## config.mk

```make
export PLATFORM = sky130hd
export DESIGN_NAME = serial_subtractor
export DESIGN_NICKNAME = d
export VERILOG_FILES = /design/src/rtl/serial_sub_pkg.sv /design/src/rtl/serial_subtractor_chunk_sub.sv /design/src/rtl/serial_subtractor.sv
export SDC_FILE = /design/constraint.sdc
export NUM_CORES = 1
export LEC_CHECK = 0
export CORE_MARGIN = 2
export CORE_UTILIZATION = 23
export CTS_BUF_LIST = sky130_fd_sc_hd__clkbuf_8
export CTS_CLUSTER_SIZE = 20
export DETAILED_ROUTE_END_ITERATION = 10
export PLACE_DENSITY = 0.44
export SETUP_SLACK_MARGIN = 0.05
export SLEW_MARGIN = 20
export SYNTH_ARGS = -nofsm -noshare
export SYNTH_HDL_FRONTEND = slang
export SYNTH_SLANG_ARGS = --single-unit
```

## constraint.sdc

```tcl
create_clock -name clk -period 1.6 [get_ports clk]
set_clock_uncertainty 0.05 [all_clocks]
set_input_delay 0.32 -clock clk [delete_from_list [all_inputs] [get_ports clk]]
set_output_delay 0.32 -clock clk [all_outputs]
set_load 0.005 [all_outputs]
```

## src/rtl/serial_sub_pkg.sv

```systemverilog
// Shared state encoding and sizing helper for the serial subtractor.
package serial_sub_pkg;

  localparam logic [1:0] IDLE = 2'd0;
  localparam logic [1:0] RUN  = 2'd1;
  localparam logic [1:0] DONE = 2'd2;

  function automatic int clog2(input int v);
    int r;
    r = 0;
    while ((1 << r) < v) r = r + 1;
    return r;
  endfunction

endpackage

```

## src/rtl/serial_subtractor_chunk_sub.sv

```systemverilog
// Combinational CHUNK-bit borrow-ripple subtractor: {bout, d} = a - b - bin.
module chunk_sub #(
  parameter int CHUNK = 1
) (
  input  logic [CHUNK-1:0] a,
  input  logic [CHUNK-1:0] b,
  input  logic             bin,
  output logic [CHUNK-1:0] d,
  output logic             bout
);

  logic [CHUNK:0] bw;

  assign bw[0] = bin;

  // Each cell is a half subtractor on a/b followed by a second stage folding in the borrow.
  for (genvar i = 0; i < CHUNK; i++) begin : g_cell
    logic hd;
    logic hb;
    assign hd        = a[i] ^ b[i];
    assign hb        = ~a[i] & b[i];
    assign d[i]      = hd ^ bw[i];
    assign bw[i+1]   = hb | (~hd & bw[i]);
  end

  assign bout = bw[CHUNK];

endmodule

```

## src/rtl/serial_subtractor.sv

```systemverilog
// Multi-cycle subtractor, CHUNK bits per clock with a registered inter-chunk borrow.
// Optional signed-overflow output enabled by SERIAL_SUB_OVF_EN.
module serial_subtractor
  import serial_sub_pkg::*;
#(
  parameter int WIDTH = 8,
  parameter int CHUNK = 1
) (
  input  logic             clk,
  input  logic             rst,
  input  logic             start,
  input  logic [WIDTH-1:0] a,
  input  logic [WIDTH-1:0] b,
  output logic             busy,
  output logic             done,
  output logic [WIDTH-1:0] diff,
  output logic             borrow_out
`ifdef SERIAL_SUB_OVF_EN
  ,
  output logic             ovf
`endif
);

  if (WIDTH < 1 || CHUNK < 1 || (WIDTH % CHUNK) != 0) begin : g_param_err
    $error("serial_subtractor: WIDTH must be a positive multiple of CHUNK");
  end

  localparam int N     = WIDTH / CHUNK;
  localparam int CNT_W = clog2(N + 1);

  logic [1:0]       state_q, state_d;
  logic [WIDTH-1:0] a_sh_q, b_sh_q, res_q, diff_q;
  logic [CNT_W-1:0] cnt_q;
  logic             brw_q, bout_q;
  logic [CHUNK-1:0] chunk_d;
  logic             chunk_bout;
  logic [WIDTH-1:0] res_next;
  logic             accept, last;

  chunk_sub #(.CHUNK(CHUNK)) u_chunk_sub (
    .a    (a_sh_q[CHUNK-1:0]),
    .b    (b_sh_q[CHUNK-1:0]),
    .bin  (brw_q),
    .d    (chunk_d),
    .bout (chunk_bout)
  );

  assign accept   = start && ((state_q == IDLE) || (state_q == DONE));
  assign last     = (state_q == RUN) && (cnt_q == CNT_W'(N - 1));
  // New chunk enters at the MSB end so the LSB chunk ends up at bit 0 after N shifts.
  assign res_next = (res_q >> CHUNK) | (WIDTH'(chunk_d) << (WIDTH - CHUNK));

  always_ff @(posedge clk) begin
    if (rst) state_q <= IDLE;
    else     state_q <= state_d;
  end

  always_comb begin
    state_d = state_q;
    case (state_q)
      IDLE:    if (start) state_d = RUN;
      RUN:     if (last) state_d = DONE;
      DONE:    state_d = start ? RUN : IDLE;
      default: state_d = IDLE;
    endcase
  end

  always_comb begin
    busy = (state_q == RUN);
    done = (state_q == DONE);
  end

`ifdef SERIAL_SUB_OVF_EN
  logic a_msb_q, b_msb_q, ovf_q;

  always_ff @(posedge clk) begin
    if (rst) begin
      a_msb_q <= 1'b0;
      b_msb_q <= 1'b0;
      ovf_q   <= 1'b0;
    end else if (accept) begin
      a_msb_q <= a[WIDTH-1];
      b_msb_q <= b[WIDTH-1];
    end else if (last) begin
      ovf_q <= (a_msb_q != b_msb_q) && (res_next[WIDTH-1] != a_msb_q);
    end
  end

  assign ovf = ovf_q;
`endif

  always_ff @(posedge clk) begin
    if (rst) begin
      a_sh_q <= '0;
      b_sh_q <= '0;
      res_q  <= '0;
      cnt_q  <= '0;
      brw_q  <= 1'b0;
      diff_q <= '0;
      bout_q <= 1'b0;
    end else if (accept) begin
      a_sh_q <= a;
      b_sh_q <= b;
      brw_q  <= 1'b0;
      cnt_q  <= '0;
    end else if (state_q == RUN) begin
      a_sh_q <= a_sh_q >> CHUNK;
      b_sh_q <= b_sh_q >> CHUNK;
      res_q  <= res_next;
      brw_q  <= chunk_bout;
      cnt_q  <= cnt_q + 1'b1;
      if (last) begin
        diff_q <= res_next;
        bout_q <= chunk_bout;
      end
    end
  end

  assign diff       = diff_q;
  assign borrow_out = bout_q;

endmodule

```

# Word-level counts from Yosys, hierarchy flattened
# Cells that the tools add are included.
# totals
regBits	40
latchBits	0
ram_bits	0
rom_bits	0
output_inout_bits	11
memories	0
# op_classes
add_sub_neg	1
mul	0
div_mod_pow	0
order_cmp	0
eq_ne	5
n_shift	0
n_mux	8
bitwise_logic	9
reduce_logical	9
# op_table
operator	count
2-to-1 mux 8 bit	4
OR 7 x 8 -> 8 bit	1
case mux 2 bit (3 select lines)	1
adder 4 x 1 -> 4 bit (second input constant)	1
equality test 4 x 3 -> 1 bit (second input constant)	1
2-to-1 mux 2 bit	2
AND reduction 2 bit	2
inverter 1 bit	3
AND reduction 3 bit	1
bitwise AND 1 bit	2
equality test 2 x 1 -> 1 bit (second input constant)	1
equality test 2 bit (second input constant)	1
logical AND 1 bit	2
logical NOT 2 bit	1
inequality test 2 x 1 -> 1 bit (second input constant)	1
inequality test 2 bit (second input constant)	1
nonzero test 2 bit	1
OR reduction 2 bit	1
XOR 1 bit	2
logical OR 1 bit	1
2-to-1 mux 1 bit	1
OR 1 bit	1

# Logic depth before layout (Yosys ltp)
# depth
ltp_word	5
mapped_depth	7

# Hierarchy
# From an unflattened synthesis, not the netlist that was laid out.
# unflattened
hier_cells	185
hier_area_um2	1627.8
# modules_own_cells
mod	instances	cells_each	area_per_inst_um2	seq_area_each_um2
serial_subtractor	1	181	1596.5	780.7
chunk_sub	1	4	31.3	0.0

# Worst setup path before layout
# OpenSTA, ideal clock, no wires.
# synth_timing
path_kind	register to register
startpoint	reg cnt_q[0]
endpoint	reg bout_q, in the netlist borrow_out
setup_time_ns	0.091
arrival_ns	1.106
required_ns	1.459
setup_slack_ns	0.353
stages_incl_launch_ff	6
path_buffers	1
cell_sequence	dfxtp_1 -> ha_1 -> and3b_1 -> buf_2 -> a21oi_1 -> a311oi_1
# synth_via
elab_chain_cells	3
# synth_rtl
item	line_no	text
start, declared	serial_subtractor.sv:33	logic [CNT_W-1:0] cnt_q;
start signal, assigned	serial_subtractor.sv:111	cnt_q <= cnt_q + 1'b1;
equality test 4 x 3 -> 1 bit	serial_subtractor.sv:49	assign last = (state_q == RUN) && (cnt_q == CNT_W'(N - 1));
logical AND 1 bit	serial_subtractor.sv:49	
AND reduction 3 bit (no line)	n/a	
end signal, assigned	serial_subtractor.sv:114	bout_q <= chunk_bout;
end, declared	serial_subtractor.sv:34	logic brw_q, bout_q;
# Every way passes these cells.
# A chain may end at the register's enable or synchronous reset.

# Worst setup path after layout
# layout_timing
startpoint	reg bout_q, in the netlist borrow_out
endpoint	out borrow_out
# layout_lines
item	line_no	text
end, declared	serial_subtractor.sv:17	output logic borrow_out
# No word-level cell between the ends.

==> impl_results.html <==
<table>
<tr><th>Metric</th><th>Value</th></tr>
<tr><th colspan="2">Floorplan</th></tr>
<tr><td>I/O pins</td><td>30</td></tr>
<tr><td>Die height</td><td>88.2 um</td></tr>
<tr><td>Area of the placeable core</td><td>0.00683 mm2</td></tr>
<tr><td>Initial standard-cell utilization of the core</td><td>0.239</td></tr>
<tr><td>Width of the chip</td><td>88.2 um</td></tr>
<tr><td>Std cell rows</td><td>30</td></tr>
<tr><td>Die outline area</td><td>0.00778 mm2</td></tr>
<tr><th colspan="2">GRT</th></tr>
<tr><td>Wire length of the first global-routing pass</td><td>6380 um</td></tr>
<tr><td>Pin count of the biggest net entering global routing</td><td>38</td></tr>
<tr><td>Number of global-route vias before repair</td><td>1299</td></tr>
<tr><td>Remaining Overflow, GRT</td><td>0</td></tr>
<tr><td>Overall global routing resource usage</td><td>0.107</td></tr>
<tr><td>Number of antenna violations at the first check in global routing</td><td>0</td></tr>
<tr><th colspan="2">Yosys</th></tr>
<tr><td>Cell Area, Synth</td><td>0.00163 mm2</td></tr>
<tr><td>Primary FF master, synth</td><td>sky130_fd_sc_hd__dfxtp_1</td></tr>
<tr><td>Mean post-synth cell area</td><td>8.91 um2</td></tr>
<tr><td>Number of enable-type register cells in the synthesized netlist</td><td>0</td></tr>
<tr><td>Number of library cell types mapped by synthesis</td><td>30</td></tr>
<tr><td>Share of the yosys chip area belonging to registers</td><td>0.479</td></tr>
<tr><td>Yosys warns</td><td>0</td></tr>
<tr><td>Synthesized net count</td><td>204</td></tr>
<tr><td>Post-synthesis cell count</td><td>183</td></tr>
<tr><td>Count of state elements after synthesis</td><td>39</td></tr>
<tr><td>Async set-or-reset flop fraction in the synthesized netlist</td><td>0</td></tr>
<tr><th colspan="2">Placed design</th></tr>
<tr><td>Port Buffers</td><td>29</td></tr>
<tr><td>Last weighted congestion value of the routability-driven placer</td><td>0.664</td></tr>
<tr><td>HPWL after DPL</td><td>2430 um</td></tr>
<tr><th colspan="2">Setup path</th></tr>
<tr><td>Cell family with the largest share of critical-path delay</td><td>buffers and inverters</td></tr>
<tr><td>Setup CP Type</td><td>flip-flop to output pin</td></tr>
<tr><td>Minimum setup slack among reg-to-reg paths</td><td>290 ps</td></tr>
<tr><td>Sequence of cells on the critical path</td><td>clkdlybuf4s50_1</td></tr>
<tr><td>Highest-delay cell along the critical path</td><td>sky130_fd_sc_hd__clkdlybuf4s50_1</td></tr>
<tr><td>Critical path's largest stage delay</td><td>490 ps</td></tr>
<tr><td>CP endpoint kind</td><td>output pin</td></tr>
<tr><td>Data required time at the worst endpoint</td><td>1230 ps</td></tr>
<tr><td>WP buf/inv</td><td>1</td></tr>
<tr><td>Worst path arrival time</td><td>1130 ps</td></tr>
<tr><td>Highest fanout seen on the critical path</td><td>2</td></tr>
<tr><td>Startpoint type of the worst setup path</td><td>flip-flop</td></tr>
<tr><th colspan="2">Clock network</th></tr>
<tr><td>Clock buffer depth</td><td>2</td></tr>
<tr><td>Level count of the clock H-tree</td><td>2</td></tr>
<tr><td>Root Buffer</td><td>sky130_fd_sc_hd__clkbuf_8</td></tr>
<tr><td>Clock input transition at the sequential cells of the worst setup and hold paths</td><td>80 ps</td></tr>
<tr><td>Clock tree from TritonCTS</td><td>done</td></tr>
<tr><td>TritonCTS Buffers</td><td>5</td></tr>
<tr><td>Quantity of hold-fixing buffers added after cts</td><td>0</td></tr>
<tr><td>Clock latency reported for the late side of the worst-skew pair</td><td>290 ps</td></tr>
<tr><td>Clock sink count</td><td>39</td></tr>
<tr><th colspan="2">Flow run</th></tr>
<tr><td>Count of max-cap constraint violations</td><td>0</td></tr>
<tr><th colspan="2">Timing</th></tr>
<tr><td>Relative slew margins</td><td>0.816</td></tr>
<tr><td>Final Hold Violating Endpoints</td><td>0</td></tr>
<tr><td>Setup TNS Final</td><td>0 ps</td></tr>
<tr><td>Final worst path period need</td><td>1500 ps</td></tr>
<tr><td>RSZ-0062 raised after global routing</td><td>true</td></tr>
<tr><td>Share of the clock period used by the worst path after layout</td><td>0.936</td></tr>
<tr><td>Number of setup violations in the final report</td><td>0</td></tr>
<tr><td>Measured slew at the worst slew-check pin</td><td>276 ps</td></tr>
<tr><td>Peak Freq</td><td>668 MHz</td></tr>
<tr><td>Pins over their slew limit</td><td>0</td></tr>
<tr><th colspan="2">Cells and area</th></tr>
<tr><td>Share of the core filled with cells in the final layout</td><td>0.316</td></tr>
<tr><td>Fraction of final layout cells sized beyond drive strength 1</td><td>0.145</td></tr>
<tr><td>Antenna Diode Count</td><td>0</td></tr>
<tr><td>Relative area change from synthesis to final layout</td><td>32.3%</td></tr>
<tr><td>Most common library cell in the layout ignoring fill and taps</td><td>sky130_fd_sc_hd__dfxtp_1</td></tr>
<tr><td>Count of fill cells added during filler insertion</td><td>733</td></tr>
<tr><td>Sequential cell area</td><td>783 um2</td></tr>
<tr><td>Area taken by multi-input logic gates</td><td>739 um2</td></tr>
<tr><td>Top library cells by usage in the layout, fill and taps aside</td><td>37 x sky130_fd_sc_hd__dfxtp_1, 30 x sky130_fd_sc_hd__nand2_1, 24 x sky130_fd_sc_hd__clkdlybuf4s50_1</td></tr>
<tr><td>Net count reported at finish</td><td>234</td></tr>
<tr><th colspan="2">Power and ir drop</th></tr>
<tr><td>Design Power</td><td>2000 uW</td></tr>
<tr><td>Largest voltage drop on the vdd net</td><td>0.328 mV</td></tr>
<tr><td>Power density over the cells</td><td>926 mW/mm2</td></tr>
<tr><td>Static Leak</td><td>0.000775 uW</td></tr>
<tr><th colspan="2">Drt</th></tr>
<tr><td>DRC</td><td>0</td></tr>
<tr><td>Residual antenna-violating net count after detailed routing</td><td>0</td></tr>
<tr><td>Final WL</td><td>3800 um</td></tr>
<tr><td>Post-detailed-route via-to-cell ratio</td><td>4.35</td></tr>
<tr><td>Iteration-0 DRC count of the detailed router</td><td>84</td></tr>
<tr><td>Wire length per cell after detailed routing</td><td>12.3 um</td></tr>
<tr><td>Detailed-routing iteration count for the pre-antenna-repair pass</td><td>4</td></tr>
<tr><td>Number of vias in the routed layout</td><td>1349</td></tr>
<tr><th colspan="2">Outcome</th></tr>
<tr><td>Status</td><td>completed</td></tr>
<tr><th colspan="2">Hold path</th></tr>
<tr><td>Kind of path behind the tightest hold check</td><td>flip-flop to flip-flop</td></tr>
</table>
==> area by class of cell <==
cell class,instances,area share
Timing Repair Buffer,39,0.191
Tap cell,96,0.0557
Clock buffer,5,0.0319
Clock inverter,3,0.00928
Inverter,3,0.00638
Sequential cell,39,0.363
Multi-Input combinational cell,125,0.343
==> metrics by stage <==
step	setup slack (ps)	instances	hold slack [ps]	cell area, um2
after CTS	58.4	310	411	2140
final	103	310	409	2160
after global routing	49.5	310	430	2160
after global placement	47.3	302	396	2050
after floorplan	353	183	387	1630
after detailed placement	52.7	302	400	2050
==> state kept, by name, indices dropped and copies added (netlist names) <==
name	flops
state_q	2
diff	8
a_sh_q	8
b_sh_q	8
borrow_out	1
res_q	7
cnt_q	4
brw_q	1
==> final timing paths <==
kind,start,endpoint,cells past startpoint
worst max register to register,cnt_q[0]$_SDFFE_PP0N_,borrow_out$_SDFFE_PP0P_,4
worst min-delay path,res_q[1]$_SDFFE_PP0P_,res_q[1]$_SDFFE_PP0P_,2
worst min register to register,res_q[1]$_SDFFE_PP0P_,res_q[1]$_SDFFE_PP0P_,2
worst max-delay path,borrow_out$_SDFFE_PP0P_,borrow_out,1
==> metal layers <==
layer	GRT usage	wire, um	vias up
met5	0	0	-
met4	0.0455	71	0
met3	0.0349	199	4
met2	0.153	1590	28
met1	0.148	1940	619
li1	-	-	698
==> where the power goes <==
group	total (uW)	leakage (uW)	switching, uW	internal, uW
sequential	1040	0.000319	24.2	1010
combinational	288	0.000416	149	140
clock	670	0.0000402	367	303
total	2000	0.000775	540	1460
==> cells by family (layout without fill, tap and decap cells) <==
kind of cell | after synthesis | after routing | share of synthesized area
fa+ha+maj | 2 | 2 | 0.0200
flops | 39 | 39 | 0.479
compound gates | 48 | 48 | 0.207
xor+xnor | 2 | 2 | 0.0107
mux | 2 | 2 | 0.0123
buf+inv | 19 | 50 | 0.0721
simple gates | 71 | 71 | 0.199
==> Yosys cell counts, types with 3 or more instances <==
cell type | n | share of area
sky130_fd_sc_hd__buf_2 | 8 | 0.025
sky130_fd_sc_hd__clkbuf_1 | 3 | 0.0069
sky130_fd_sc_hd__dfxtp_1 | 39 | 0.48
sky130_fd_sc_hd__a22oi_1 | 3 | 0.014
sky130_fd_sc_hd__nand2_1 | 30 | 0.069
sky130_fd_sc_hd__nand3_1 | 12 | 0.037
sky130_fd_sc_hd__nor2_1 | 11 | 0.025
sky130_fd_sc_hd__o22ai_1 | 4 | 0.015
sky130_fd_sc_hd__o21ai_0 | 9 | 0.028
sky130_fd_sc_hd__a21oi_1 | 22 | 0.068
sky130_fd_sc_hd__nor3_1 | 9 | 0.028
sky130_fd_sc_hd__a311oi_2 | 7 | 0.064
sky130_fd_sc_hd__buf_6 | 4 | 0.028
==> repair_timing <==
item                       CTS  global route
setup endpoints to repair    2             6
setup buffers                0             0
gates resized for setup      4             6
pin swaps                    0             0
Note: power is estimated with default switching activity, not from simulation.
